`config.mk`:
```
export PLATFORM = sky130hd
export DESIGN_NAME = game_flow_controller
export DESIGN_NICKNAME = d
export VERILOG_FILES = /design/src/rtl/game_pkg.sv /design/src/rtl/game_flow_controller_edge_detect.sv /design/src/rtl/game_flow_controller.sv
export SDC_FILE = /design/constraint.sdc
export NUM_CORES = 1
export LEC_CHECK = 0
export BUFFER_PORTS_ARGS = -buffer_cell sky130_fd_sc_hd__buf_2
export CORE_MARGIN = 5
export CORE_UTILIZATION = 57
export DETAILED_ROUTE_END_ITERATION = 12
export GPL_TIMING_DRIVEN = 0
export PLACE_DENSITY = 0.77
export RECOVER_POWER = 50
export SLEW_MARGIN = 20
export SYNTH_ARGS = -nofsm -noshare
export SYNTH_HDL_FRONTEND = slang
export SYNTH_SLANG_ARGS = --single-unit
```
`constraint.sdc`:
```
create_clock -name clk -period 2.7 [get_ports clk]
set_clock_uncertainty 0.15 [all_clocks]
set_input_delay 0.135 -clock clk [delete_from_list [all_inputs] [get_ports clk]]
set_output_delay 0.135 -clock clk [all_outputs]
set_load 0.02 [all_outputs]
```
`src/rtl/game_pkg.sv`:
```
// Shared state encodings and game-level defaults for the game flow controller.
package game_pkg;

    typedef enum logic [2:0] {
        ST_IDLE  = 3'd0,
        ST_READY = 3'd1,
        ST_PLAY  = 3'd2,
        ST_DEATH = 3'd3,
        ST_CLEAR = 3'd4,
        ST_OVER  = 3'd5
    } state_e;

    localparam int LIVES_INIT_DEF = 3;
    localparam int TOTAL_FOOD_DEF = 310;

endpackage

```
`src/rtl/game_flow_controller_edge_detect.sv`:
```
// One-bit rising-edge detector: pulse is high while the input is high and was low last cycle.
module edge_detect (
    input  logic clk,
    input  logic rst,
    input  logic sig_i,
    output logic rise_o
);

    logic sig_q;

    always_ff @(posedge clk) begin
        if (rst) sig_q <= 1'b0;
        else     sig_q <= sig_i;
    end

    assign rise_o = sig_i & ~sig_q;

endmodule

```
`src/rtl/game_flow_controller.sv`:
```
// Game-level sequencer: tracks lives, pellets and level, and gates sprite motion outside PLAY.
module game_flow_controller
    import game_pkg::*;
#(
    parameter int LIVES_INIT  = LIVES_INIT_DEF,
    parameter int TOTAL_FOOD  = TOTAL_FOOD_DEF,
    parameter int DOT_W       = 13,
    parameter int READY_TICKS = 120,
    parameter int DEATH_TICKS = 90,
    parameter int CLEAR_TICKS = 150,
    parameter int TMR_W       = 8
) (
    input  logic             clk,
    input  logic             rst,
    input  logic             tick_en,
    input  logic             start_btn,
    input  logic             pacman_is_dead,
    input  logic             food_eaten,
    output logic             game_rst,
    output logic             freeze,
    output logic [1:0]       lives,
    output logic [DOT_W-1:0] dots_left,
    output logic [3:0]       level,
    output logic [2:0]       state
);

    localparam logic [TMR_W-1:0] READY_LAST = TMR_W'(READY_TICKS - 1);
    localparam logic [TMR_W-1:0] DEATH_LAST = TMR_W'(DEATH_TICKS - 1);
    localparam logic [TMR_W-1:0] CLEAR_LAST = TMR_W'(CLEAR_TICKS - 1);
    localparam logic [1:0]       LIVES_RST  = 2'(LIVES_INIT);
    localparam logic [DOT_W-1:0] FOOD_RST   = DOT_W'(TOTAL_FOOD);

    state_e           state_q, state_d;
    logic [TMR_W-1:0] timer_q, timer_d;
    logic [1:0]       lives_q, lives_d;
    logic [DOT_W-1:0] dots_q, dots_d;
    logic [3:0]       level_q, level_d;
    logic             game_rst_q, game_rst_d;
    logic             start_rise, dead_rise;

    edge_detect u_start_edge (
        .clk    (clk),
        .rst    (rst),
        .sig_i  (start_btn),
        .rise_o (start_rise)
    );

    edge_detect u_dead_edge (
        .clk    (clk),
        .rst    (rst),
        .sig_i  (pacman_is_dead),
        .rise_o (dead_rise)
    );

    always_comb begin
        state_d = state_q;
        timer_d = timer_q;
        lives_d = lives_q;
        dots_d  = dots_q;
        level_d = level_q;

        case (state_q)
            ST_IDLE, ST_OVER: begin
                if (start_rise) begin
                    state_d = ST_READY;
                    lives_d = LIVES_RST;
                    dots_d  = FOOD_RST;
                    level_d = 4'd1;
                end
            end
            ST_READY: begin
                if (tick_en) begin
                    if (timer_q == READY_LAST) state_d = ST_PLAY;
                    else                       timer_d = timer_q + 1'b1;
                end
            end
            ST_PLAY: begin
                // A death swallows any pellet eaten on the same cycle.
                if (dead_rise) begin
                    state_d = ST_DEATH;
                    lives_d = (lives_q == 2'd0) ? 2'd0 : lives_q - 2'd1;
                end else if (food_eaten) begin
                    if (dots_q == DOT_W'(1)) begin
                        state_d = ST_CLEAR;
                        dots_d  = '0;
                    end else if (dots_q != '0) begin
                        dots_d  = dots_q - DOT_W'(1);
                    end
                end
            end
            ST_DEATH: begin
                if (tick_en) begin
                    if (timer_q == DEATH_LAST)
                        state_d = (lives_q == 2'd0) ? ST_OVER : ST_READY;
                    else
                        timer_d = timer_q + 1'b1;
                end
            end
            ST_CLEAR: begin
                if (tick_en) begin
                    if (timer_q == CLEAR_LAST) begin
                        state_d = ST_READY;
                        dots_d  = FOOD_RST;
                        level_d = (level_q == 4'd15) ? 4'd15 : level_q + 4'd1;
                    end else begin
                        timer_d = timer_q + 1'b1;
                    end
                end
            end
            default: state_d = ST_IDLE;
        endcase

        // Every state starts its timer fresh; a tick on the change cycle is dropped.
        if (state_d != state_q) timer_d = '0;

        game_rst_d = (state_d == ST_READY) && (state_q != ST_READY);
    end

    always_ff @(posedge clk) begin
        if (rst) begin
            state_q    <= ST_IDLE;
            timer_q    <= '0;
            lives_q    <= LIVES_RST;
            dots_q     <= FOOD_RST;
            level_q    <= 4'd1;
            game_rst_q <= 1'b1;
        end else begin
            state_q    <= state_d;
            timer_q    <= timer_d;
            lives_q    <= lives_d;
            dots_q     <= dots_d;
            level_q    <= level_d;
            game_rst_q <= game_rst_d;
        end
    end

    assign game_rst  = game_rst_q;
    assign freeze    = (state_q != ST_PLAY);
    assign lives     = lives_q;
    assign dots_left = dots_q;
    assign level     = level_q;
    assign state     = state_q;

endmodule

```
==> impl_metrics.ini <==
[synthesis]
ys_warn_count = 0
yosys.cell_types.count = 62
yosysSeqAreaShare = 0.315
syn_avg_cell_area_um2 = 8.32
synth_edf_count = 0
syn_area_um2 = 2100
async_flop_share = 0
synth_seq_cells = 33
netlist_instances = 252
synthFlopType = dfxtp_1
synth_fp_nets = 264

[critical_path]
critPathTopFamily = compound AO/OA/AOI/OAI gates
cp.required_ns = 2.69
worstPathMaxFanout = 8
slowest_delay_ns = 0.59
path_cells = ha_1, nand4b_2, o21ai_2, o211ai_1, o21ai_1, a21oi_1
critPathLaunchType = flop
worst_setup_path_end_kind = flop
slowest_stage = o21ai_1
crit_type = reg -> reg
cp_num_buf_inv = 0
cp.arrival_ns = 2.34

[worst_hold_path]
hold_class = in -> reg

[die]
die_w_um = 70.6
start_util = 0.581
num_rows = 22
dieArea_um2 = 4990
io-pin-count = 30
fp.dieH_um = 70.6
coreArea_um2 = 3610

[cts]
clk_pin_slew_ns = 0.06
post_cts_buffers = 0
cts_root_buf = clkbuf_8
h-tree-depth = 2
cts_tree = done
cts_max_path_buffers = 2
cts.sinks = 33
clock_latency_ns = 0.28
cts_buffers = 5

[layout]
fin_nets = 302
drive_gt1_frac = 0.128
syn_to_final_growth_pct = 13.4
layout_commonest_cell = dfxtp_1
finalNonFillerCells = 338
final_cell_mix = dfxtp_1 (33), clkbuf_1 (29), a21oi_1 (20)
n_antenna_cell = 0

[timing]
drv_slew = 0
period_needed_ns = 2.35
setup_tns_ns = 0
rsz0062_at_grt = no
min_period_over_period = 0.869
relSlewSlack = 0.465
setup_viol_count_final = 0
fmax_mhz = 426
worst_pin_slew_ns = 0.795
setup_ws_ns = 0.353
hold_violations = 0

[route]
first_iter_violations = 155
drc = 0
vias_per_cell = 6.04
postRouteAntennaNets = 0
drt-total-wl_mm = 5.08
vias = 2042
firstDrtPassIters = 4
avgRoutedWirePerCell_um = 15.0

[placement]
gp_congestion = 0.938
place_inst = 329
hpwl_mm = 3.76
port_buffers = 29
place_ws_ns = 0.338

[pwr]
p_sw_uw = 254
pwr-share-comb = 0.116
power_frac_clock = 0.376
switching_share = 0.256
ir_worst_vdd_uv = 299
power.density_nw_per_um2 = 418
intPower_uw = 738
pwr-share-seq = 0.508
leakagePower_uw = 0.000808

[grt]
globalRouteOverflowTotal = 0
antenna_found_initial = 0
grt_max_degree = 11
grt_pass1_wl_mm = 8.56
track_usage = 0.206
grt_pass1_vias = 2016

[flow_run]
maxCapViolCount = 0

[status]
status = completed
worst paths after layout:
kind                            from                    endpoint  slack, ns  cells past startpoint
max          timer_q[0]$_SDFFE_PP0P_  dots_left[11]$_SDFFE_PP0P_       0.35                      6
min                              rst   dots_left[1]$_SDFFE_PP1P_       0.03                      3
max reg2reg  timer_q[0]$_SDFFE_PP0P_  dots_left[11]$_SDFFE_PP0P_       0.35                      6
min reg2reg    lives[1]$_SDFFE_PP1P_       lives[0]$_SDFFE_PP1P_       0.34                      2
synthesized netlist by cell type, drive strengths merged, types with 2 or more instances:
master	number	area [um2]
buf	7	40.0
and2	5	31.3
o211ai	2	15.0
ha	6	75.1
nor4b	3	26.3
or3	9	61.3
a31oi	3	18.8
nor2	16	62.6
inv	11	41.3
nand4b	2	23.8
nand2	15	58.8
or2	3	18.8
o311ai	2	17.5
xor2	5	43.8
or4b	3	33.8
o31ai	8	60.1
nor4bb	2	20.0
nand4	8	50.1
a21oi	21	109
o21ai	16	87.6
a21o	2	15.0
nand3b	5	37.5
nand2b	6	37.5
dfxtp	33	661
o41ai	2	17.5
or3b	2	17.5
or4	4	30.0
clkbuf	3	11.3
nor4	4	40.0
a221o	3	30.0
nor3b	2	26.3
and3	5	31.3
nand3	12	60.1
o21ba	2	20.0
nor3	7	40.0
nor2b	3	18.8
power groups by stage:
| stage | logic (uW) | clock network [uW] | registers (uW) |
|---|---|---|---|
| after detailed placement | 114 | 0 | 515 |
| final | 115 | 373 | 504 |
| after CTS | 116 | 382 | 504 |
| after floorplan | 74.7 | 0 | 521 |
| after global placement | 113 | 0 | 515 |
| after global routing | 126 | 400 | 506 |
stage by stage:
stage / util / total power (uW) / hold WS [ns] / instance area, um2
2_1_floorplan: - / 596 / 0.113 / 2100
3_3_place_gp: 0.638 / 628 / 0.234 / 2300
3_5_place_dp: 0.638 / 629 / 0.242 / 2300
4_1_cts: 0.668 / 1000 / 0.0383 / 2410
5_1_grt: 0.659 / 1030 / 0.0721 / 2380
6_report: 0.659 / 992 / 0.0316 / 2380
worst register-to-register path, stage by stage (launching register included):
cell      delay (ns)
dfxtp_1         0.40
ha_1            0.21
nand4b_2        0.17
o21ai_2         0.34
o211ai_1        0.24
o21ai_1         0.59
a21oi_1         0.09
cells by family after synthesis:
kind of cell               count (synthesis)  synth area share
AOI/OAI and AO/OA                         69             0.229
xor gates and xnor gates                   5            0.0209
adders and majority gates                  6            0.0358
DFF                                       33             0.315
buffers and inverters                     21            0.0442
and+or+nand+nor                          118             0.355
metal layers:
layer | track usage | wire length, um
met1 | 0.233 | 2170
met2 | 0.369 | 2510
met3 | 0.0469 | 265
met4 | 0.0898 | 132
met5 | 0 | 0
flip-flops by register name, indices dropped and copies added (netlist names):
signal and cells:
dots_left 13, timer_q 8, level 4, state 3
lives 2, game_rst 1, u_dead_edge.sig_q 1, u_start_edge.sig_q 1
repair_timing:
| action | CTS | global route |
|---|---|---|
| hold buffers | 2 | 0 |
| endpoints found under the hold margin | 2 | 0 |
| resized for setup | 0 | 0 |
area by class of cell:
| cell class | count | area [um2] |
|---|---|---|
| multi-input combinational | 198 | 1340 |
| clock buffer | 7 | 86.3 |
| tap | 48 | 60.1 |
| buffer | 10 | 51.3 |
| timing repair buffer | 31 | 134 |
| sequential | 33 | 661 |
| fill | 329 | 1230 |
| inverter | 11 | 41.3 |
No activity file was read; power rests on OpenSTA's default activity.
